<file path="config.mk">
export PLATFORM = sky130hd
export DESIGN_NAME = up_count_seq
export DESIGN_NICKNAME = d
export VERILOG_FILES = /design/src/rtl/up_count_seq.sv
export SDC_FILE = /design/constraint.sdc
export NUM_CORES = 1
export LEC_CHECK = 0
export ABC_AREA = 1
export BUFFER_PORTS_ARGS = -buffer_cell sky130_fd_sc_hd__buf_2
export CORE_ASPECT_RATIO = 0.8
export CORE_UTILIZATION = 25
export CTS_BUF_LIST = sky130_fd_sc_hd__clkbuf_4 sky130_fd_sc_hd__clkbuf_8 sky130_fd_sc_hd__clkbuf_16
export CTS_CLUSTER_SIZE = 28
export DETAILED_ROUTE_END_ITERATION = 8
export HOLD_SLACK_MARGIN = 0.06
export PLACE_DENSITY = 0.44
export SETUP_SLACK_MARGIN = 0.15
export SYNTH_ARGS = -nofsm -noshare
export SYNTH_HDL_FRONTEND = slang
export SYNTH_SLANG_ARGS = --single-unit
</file>
<file path="constraint.sdc">
create_clock -name clk -period 2.3 [get_ports clk]
set_input_delay 0.115 -clock clk [delete_from_list [all_inputs] [get_ports clk]]
set_output_delay 0.115 -clock clk [all_outputs]
set_load 0.005 [all_outputs]
</file>
<file path="src/rtl/up_count_seq.sv">
// Sequencing controller for the 12-bit enable-driven up counter: issues en pulses
// at a programmable rate, counts them per round, and runs one-shot or auto-repeat.
module up_count_seq #(
  parameter int unsigned CNT_W = 12,
  parameter int unsigned PRE_W = 8
) (
  input  logic             clk,
  input  logic             rst,
  input  logic             start,
  input  logic             stop,
  input  logic [PRE_W-1:0] prescale,
  input  logic [CNT_W-1:0] target,
  input  logic             one_shot,
  output logic             en,
  output logic             busy,
  output logic             done,
  output logic [CNT_W-1:0] pulses
);

  typedef enum logic [1:0] {
    S_IDLE  = 2'd0,
    S_RUN   = 2'd1,
    S_PAUSE = 2'd2
  } state_t;

  state_t             state_q;
  logic [PRE_W-1:0]   pre_cnt_q;
  logic [PRE_W-1:0]   prescale_q;
  logic [CNT_W-1:0]   target_q;
  logic               one_shot_q;
  logic               en_q;
  logic               busy_q;
  logic               done_q;
  logic [CNT_W-1:0]   pulses_q;

  logic [CNT_W-1:0]   round_base_c;
  logic [CNT_W-1:0]   pulses_d;
  logic               pulse_due_c;
  logic               last_c;

  // A count sitting at target means the previous round just closed; the next round restarts from zero.
  always_comb begin
    round_base_c = (pulses_q == target_q) ? '0 : pulses_q;
    pulses_d     = round_base_c + CNT_W'(1);
    pulse_due_c  = (pre_cnt_q == prescale_q);
    last_c       = (pulses_d == target_q);
  end

  always_ff @(posedge clk) begin
    if (rst) begin
      state_q    <= S_IDLE;
      pre_cnt_q  <= '0;
      prescale_q <= '0;
      target_q   <= '0;
      one_shot_q <= 1'b0;
      en_q       <= 1'b0;
      busy_q     <= 1'b0;
      done_q     <= 1'b0;
      pulses_q   <= '0;
    end else begin
      en_q   <= 1'b0;
      done_q <= 1'b0;
      case (state_q)
        S_IDLE: begin
          pre_cnt_q <= '0;
          pulses_q  <= '0;
          busy_q    <= 1'b0;
          if (start && !stop && (target != '0)) begin
            state_q    <= S_RUN;
            prescale_q <= prescale;
            target_q   <= target;
            one_shot_q <= one_shot;
            busy_q     <= 1'b1;
          end
        end
        S_RUN: begin
          if (stop) begin
            state_q <= S_PAUSE;
          end else if (pulse_due_c) begin
            en_q      <= 1'b1;
            pre_cnt_q <= '0;
            pulses_q  <= pulses_d;
            if (last_c) begin
              done_q <= 1'b1;
              // busy and pulses are cleared by IDLE on the following edge.
              if (one_shot_q) state_q <= S_IDLE;
            end
          end else begin
            pre_cnt_q <= pre_cnt_q + PRE_W'(1);
            pulses_q  <= round_base_c;
          end
        end
        S_PAUSE: begin
          if (stop) begin
            state_q   <= S_IDLE;
            busy_q    <= 1'b0;
            pulses_q  <= '0;
            pre_cnt_q <= '0;
          end else if (start) begin
            state_q <= S_RUN;
          end
        end
        default: begin
          state_q <= S_IDLE;
        end
      endcase
    end
  end

  assign en     = en_q;
  assign busy   = busy_q;
  assign done   = done_q;
  assign pulses = pulses_q;

endmodule

</file>
==> impl_summary.txt <==
----------------------------------------------------
[Pwr]
  Switching part of the total ... 0.303
  Share of total power in the clock network ... 0.374
  Internal power of the cells ... 1.74 mW
  Power dissipated by switching net loads ... 0.757 mW
  Final total power ... 2.50 mW
  Proportion of power drawn by flip-flops and latches ... 0.367
  Lkg Pwr ... 1.74 nW
  Worst-case vdd ir drop ... 0.287 mV
  Combinational share of power ... 0.259
  P per Cell Area ... 668 nW/um^2

[Drt]
  Routed wire length ... 8.09 mm
  Number of routed nets with antenna violations ... 0
  Detailed-route wire length per cell ... 12.7 microns
  DRC violation count after routing ... 0
  Total number of vias ... 2,796
  Number of DRC violations after detailed-routing iteration 0 ... 136
  Number of vias per cell after detailed routing ... 4.40
  Number of search-and-repair iterations in the first detailed-routing pass ... 5

[Place]
  Placed standard-cell area ... 3370 sq um
  Detailed placement HPWL ... 6.03 mm
  PortBufs ... 39
  Total placed cells including tap cells ... 619
  Weighted congestion at the end of routability-driven global placement ... 0.812

[Setup path]
  Top Family by Delay on Critical Path ... simple AND/OR/NAND/NOR gates
  Arrival time at the worst endpoint ... 2610 ps
  Most used cell, CP ... sky130_fd_sc_hd__nand2_1
  Register-to-Register Setup Slack ... -130 ps
  Path type of the worst setup path ... reg2reg
  Max FO, Critical Path ... 4
  Ordered list of cells on the worst path ... inv_2 > nand2_1 > nand2_1 > nand3_2 > nor2_2 > nand3_4 > nand2_2 > inv_2 > ha_4 > nand4_1 > buf_4 > nand2_1 > nand2_1 > nand2_1 > nand2_1 > nor2_1 > nand2_1 > nor2_1 > nand3_1 > nand2_1 > nand3_1 > nand2_1 > nor2_1
  Kind of launch point of the worst setup path ... register
  Critical path's slowest cell ... sky130_fd_sc_hd__dfxtp_2
  Type of destination of the critical path ... register
  Buffering stage count on the worst path with inverters included ... 3
  Data required, critical path ... 2480 ps
  Maximum single-stage delay on the critical path ... 350 ps

[Logic synthesis]
  Total number of yosys warnings ... 0
  Mean cell area of the mapped netlist ... 6.50 sq um
  Count of different cell masters after synthesis ... 29
  Post-synthesis cell count ... 400
  Post-synthesis register bit count ... 46
  Post-Syn Nets ... 427
  Synthesized area ... 2600 sq um
  Proportion of synthesized chip area in sequential cells ... 0.354

[Floorplan]
  DIE WIDTH ... 116 microns
  Vertical extent of the die ... 93.2 microns
  Initial Utilization ... 0.263
  Cell Rows ... 32
  I/O pin cnt ... 40
  Floorplan die area ... 10,800 sq um
  Core footprint ... 9890 sq um

[Flow run]
  Count of maximum capacitance violations ... 0

[Timing]
  Total setup violations reported at the end of the flow ... 2
  Worst clock skew ... 6.45 ps
  Ratio of final minimum period to clock period ... 1.06
  Tightest Pin Transition ... 468 ps
  Final count of hold timing violations ... 0
  Tmin final ... 2430 ps
  Max-slew violations ... 0
  Worst hold slack after final layout ... 100 ps
  Crit path setup slack, layout ... -127 ps
  Highest achievable clock rate ... 0.412 GHz
  Setup repair after global routing missed its margin ... true
  Worst rel slew slack ... 0.685

[Clock tree]
  CTS buffer count ... 5
  Clock Root Buffer ... sky130_fd_sc_hd__clkbuf_16
  Clock Latency Late Sink ... 290 ps
  TritonCTS clock tree ... done
  Clock sinks ... 46
  Number of buffers on the longest clock path ... 2
  Worst-path clk slew ... 70 ps
  Post-CTS Hold Buffers ... 0
  H-tree lvl count ... 2

[Cells and area]
  Filler cell count ... 1,109
  Register Area ... 956 sq um
  Final design area excluding fillers ... 3740 sq um
  Most frequent cells in the layout ... sky130_fd_sc_hd__nand2_1 (102), sky130_fd_sc_hd__buf_4 (62), sky130_fd_sc_hd__inv_1 (49), sky130_fd_sc_hd__buf_2 (39), sky130_fd_sc_hd__nand3_1 (34)
  Most common cell after layout, fill and taps aside ... sky130_fd_sc_hd__nand2_1
  Final Util ... 0.378
  Footprint of the multi-input gates ... 1530 sq um
  Number of nets in the final layout ... 525
  Antenna Diode Count ... 0
  Number of non-filler instances in the completed layout ... 635
  Area growth from synthesis to layout ... 43.7%
  Share of layout cells above drive strength 1 ... 0.331

[Run status]
  Result of the run ... finished with violations
  Failing checks ... setup timing

[Global routing]
  Number of antenna violations at the first check in global routing ... 0
  Vias in the first global route ... 2,579
  Grt ovf ... 0
  Wire length of the first global-routing pass ... 13.0 mm
  Combined global-route utilization of all metal layers ... 0.160
  Largest net degree at the start of global routing ... 21

[Worst hold path]
  Hold crit path type ... in2reg

----------------------------------------------------
==> Yosys cell counts (all sizes together) <==
cell | number | area share
buf | 2 | 0.0063
o21ai | 27 | 0.052
xor2 | 10 | 0.034
a221oi | 1 | 0.0034
o22ai | 2 | 0.0048
nand4 | 4 | 0.0096
a21o | 1 | 0.0029
nor3 | 3 | 0.0058
xnor2 | 7 | 0.024
ha | 2 | 0.0096
nor4 | 6 | 0.014
clkbuf | 10 | 0.014
o31ai | 5 | 0.014
o2111ai | 1 | 0.0034
nand3 | 38 | 0.075
inv | 58 | 0.084
nand3b | 3 | 0.0087
nand2 | 109 | 0.16
dfxtp | 46 | 0.35
a21oi | 30 | 0.058
or2 | 1 | 0.0024
nor2 | 29 | 0.046
o221ai | 1 | 0.0034
o32ai | 4 | 0.013
==> area by class of cell <==
| type | instances | area share |
|---|---|---|
| timing repair buffer | 102 | 0.180 |
| clock inverter | 1 | 0.00804 |
| multi-input combinational | 285 | 0.409 |
| inverter | 58 | 0.0583 |
| sequential | 46 | 0.256 |
| tap | 136 | 0.0455 |
| clock buffer | 7 | 0.0439 |
==> worst min-delay path, stage by stage <==
cell                      delay [ps]
sky130_fd_sc_hd__buf_2            70
sky130_fd_sc_hd__o21ai_0          70
sky130_fd_sc_hd__a21oi_1         100
==> stage by stage <==
stage	setup slack [ps]	setup TNS, ps
6_report	-127	-181
5_1_grt	-331	-578
4_1_cts	-75.9	-101
3_5_place_dp	-219	-373
3_3_place_gp	-201	-325
2_1_floorplan	154	0
==> routing by layer <==
| metal | routed length (microns) | vias to the layer above | track usage | share of wire |
|---|---|---|---|---|
| met3 | 293 | 4 | 0.0324 | 0.036 |
| met5 | 0 | - | 0 | 0 |
| met4 | 59 | 0 | 0.0395 | 0.0073 |
| met1 | 4470 | 1237 | 0.243 | 0.55 |
| met2 | 3270 | 50 | 0.226 | 0.40 |
| li1 | - | 1505 | - | - |
==> sequential cells by signal, indices dropped and copies added (netlist names) <==
| register | count |
|---|---|
| one_shot_q | 1 |
| state_q | 2 |
| pre_cnt_q | 8 |
| done | 1 |
| target_q | 12 |
| en | 1 |
| prescale_q | 8 |
| pulses | 12 |
| busy | 1 |
==> power by group through the flow <==
| stage | Sequential, mW | Combinational (mW) | Clock (mW) |
|---|---|---|---|
| CTS | 0.914 | 0.615 | 0.964 |
| finish | 0.917 | 0.646 | 0.933 |
| floorplan | 0.918 | 0.377 | 0 |
| global placement | 0.927 | 0.597 | 0 |
| global route | 0.927 | 0.727 | 1.00 |
| detailed placement | 0.928 | 0.598 | 0 |
==> repair_timing <==
action / 4_1_cts / 5_1_grt
cloned: 1 / 0
endpoints found under the setup margin: 3 / 6
pin swaps: 17 / 16
gates resized for setup: 15 / 19
setup buffers: 3 / 4
==> cells by family after synthesis <==
group / Yosys count / synth area share
DFF: 46 / 0.354
xor gates and xnor gates: 17 / 0.0573
AOI/OAI and AO/OA: 72 / 0.155
and+or+nand+nor: 193 / 0.319
buffers and inverters: 70 / 0.104
adders and majority gates: 2 / 0.00962
==> final timing paths <==
check	start	to	depth (start not counted)
worst max-delay path	target_q[5]	state_q[0]	23
worst min-delay path	prescale[3]	prescale_q[3]	3
worst max register to register	target_q[5]	state_q[0]	23
worst min register to register	prescale_q[3]	prescale_q[3]	2
Note: power is estimated with default switching activity, not from simulation.
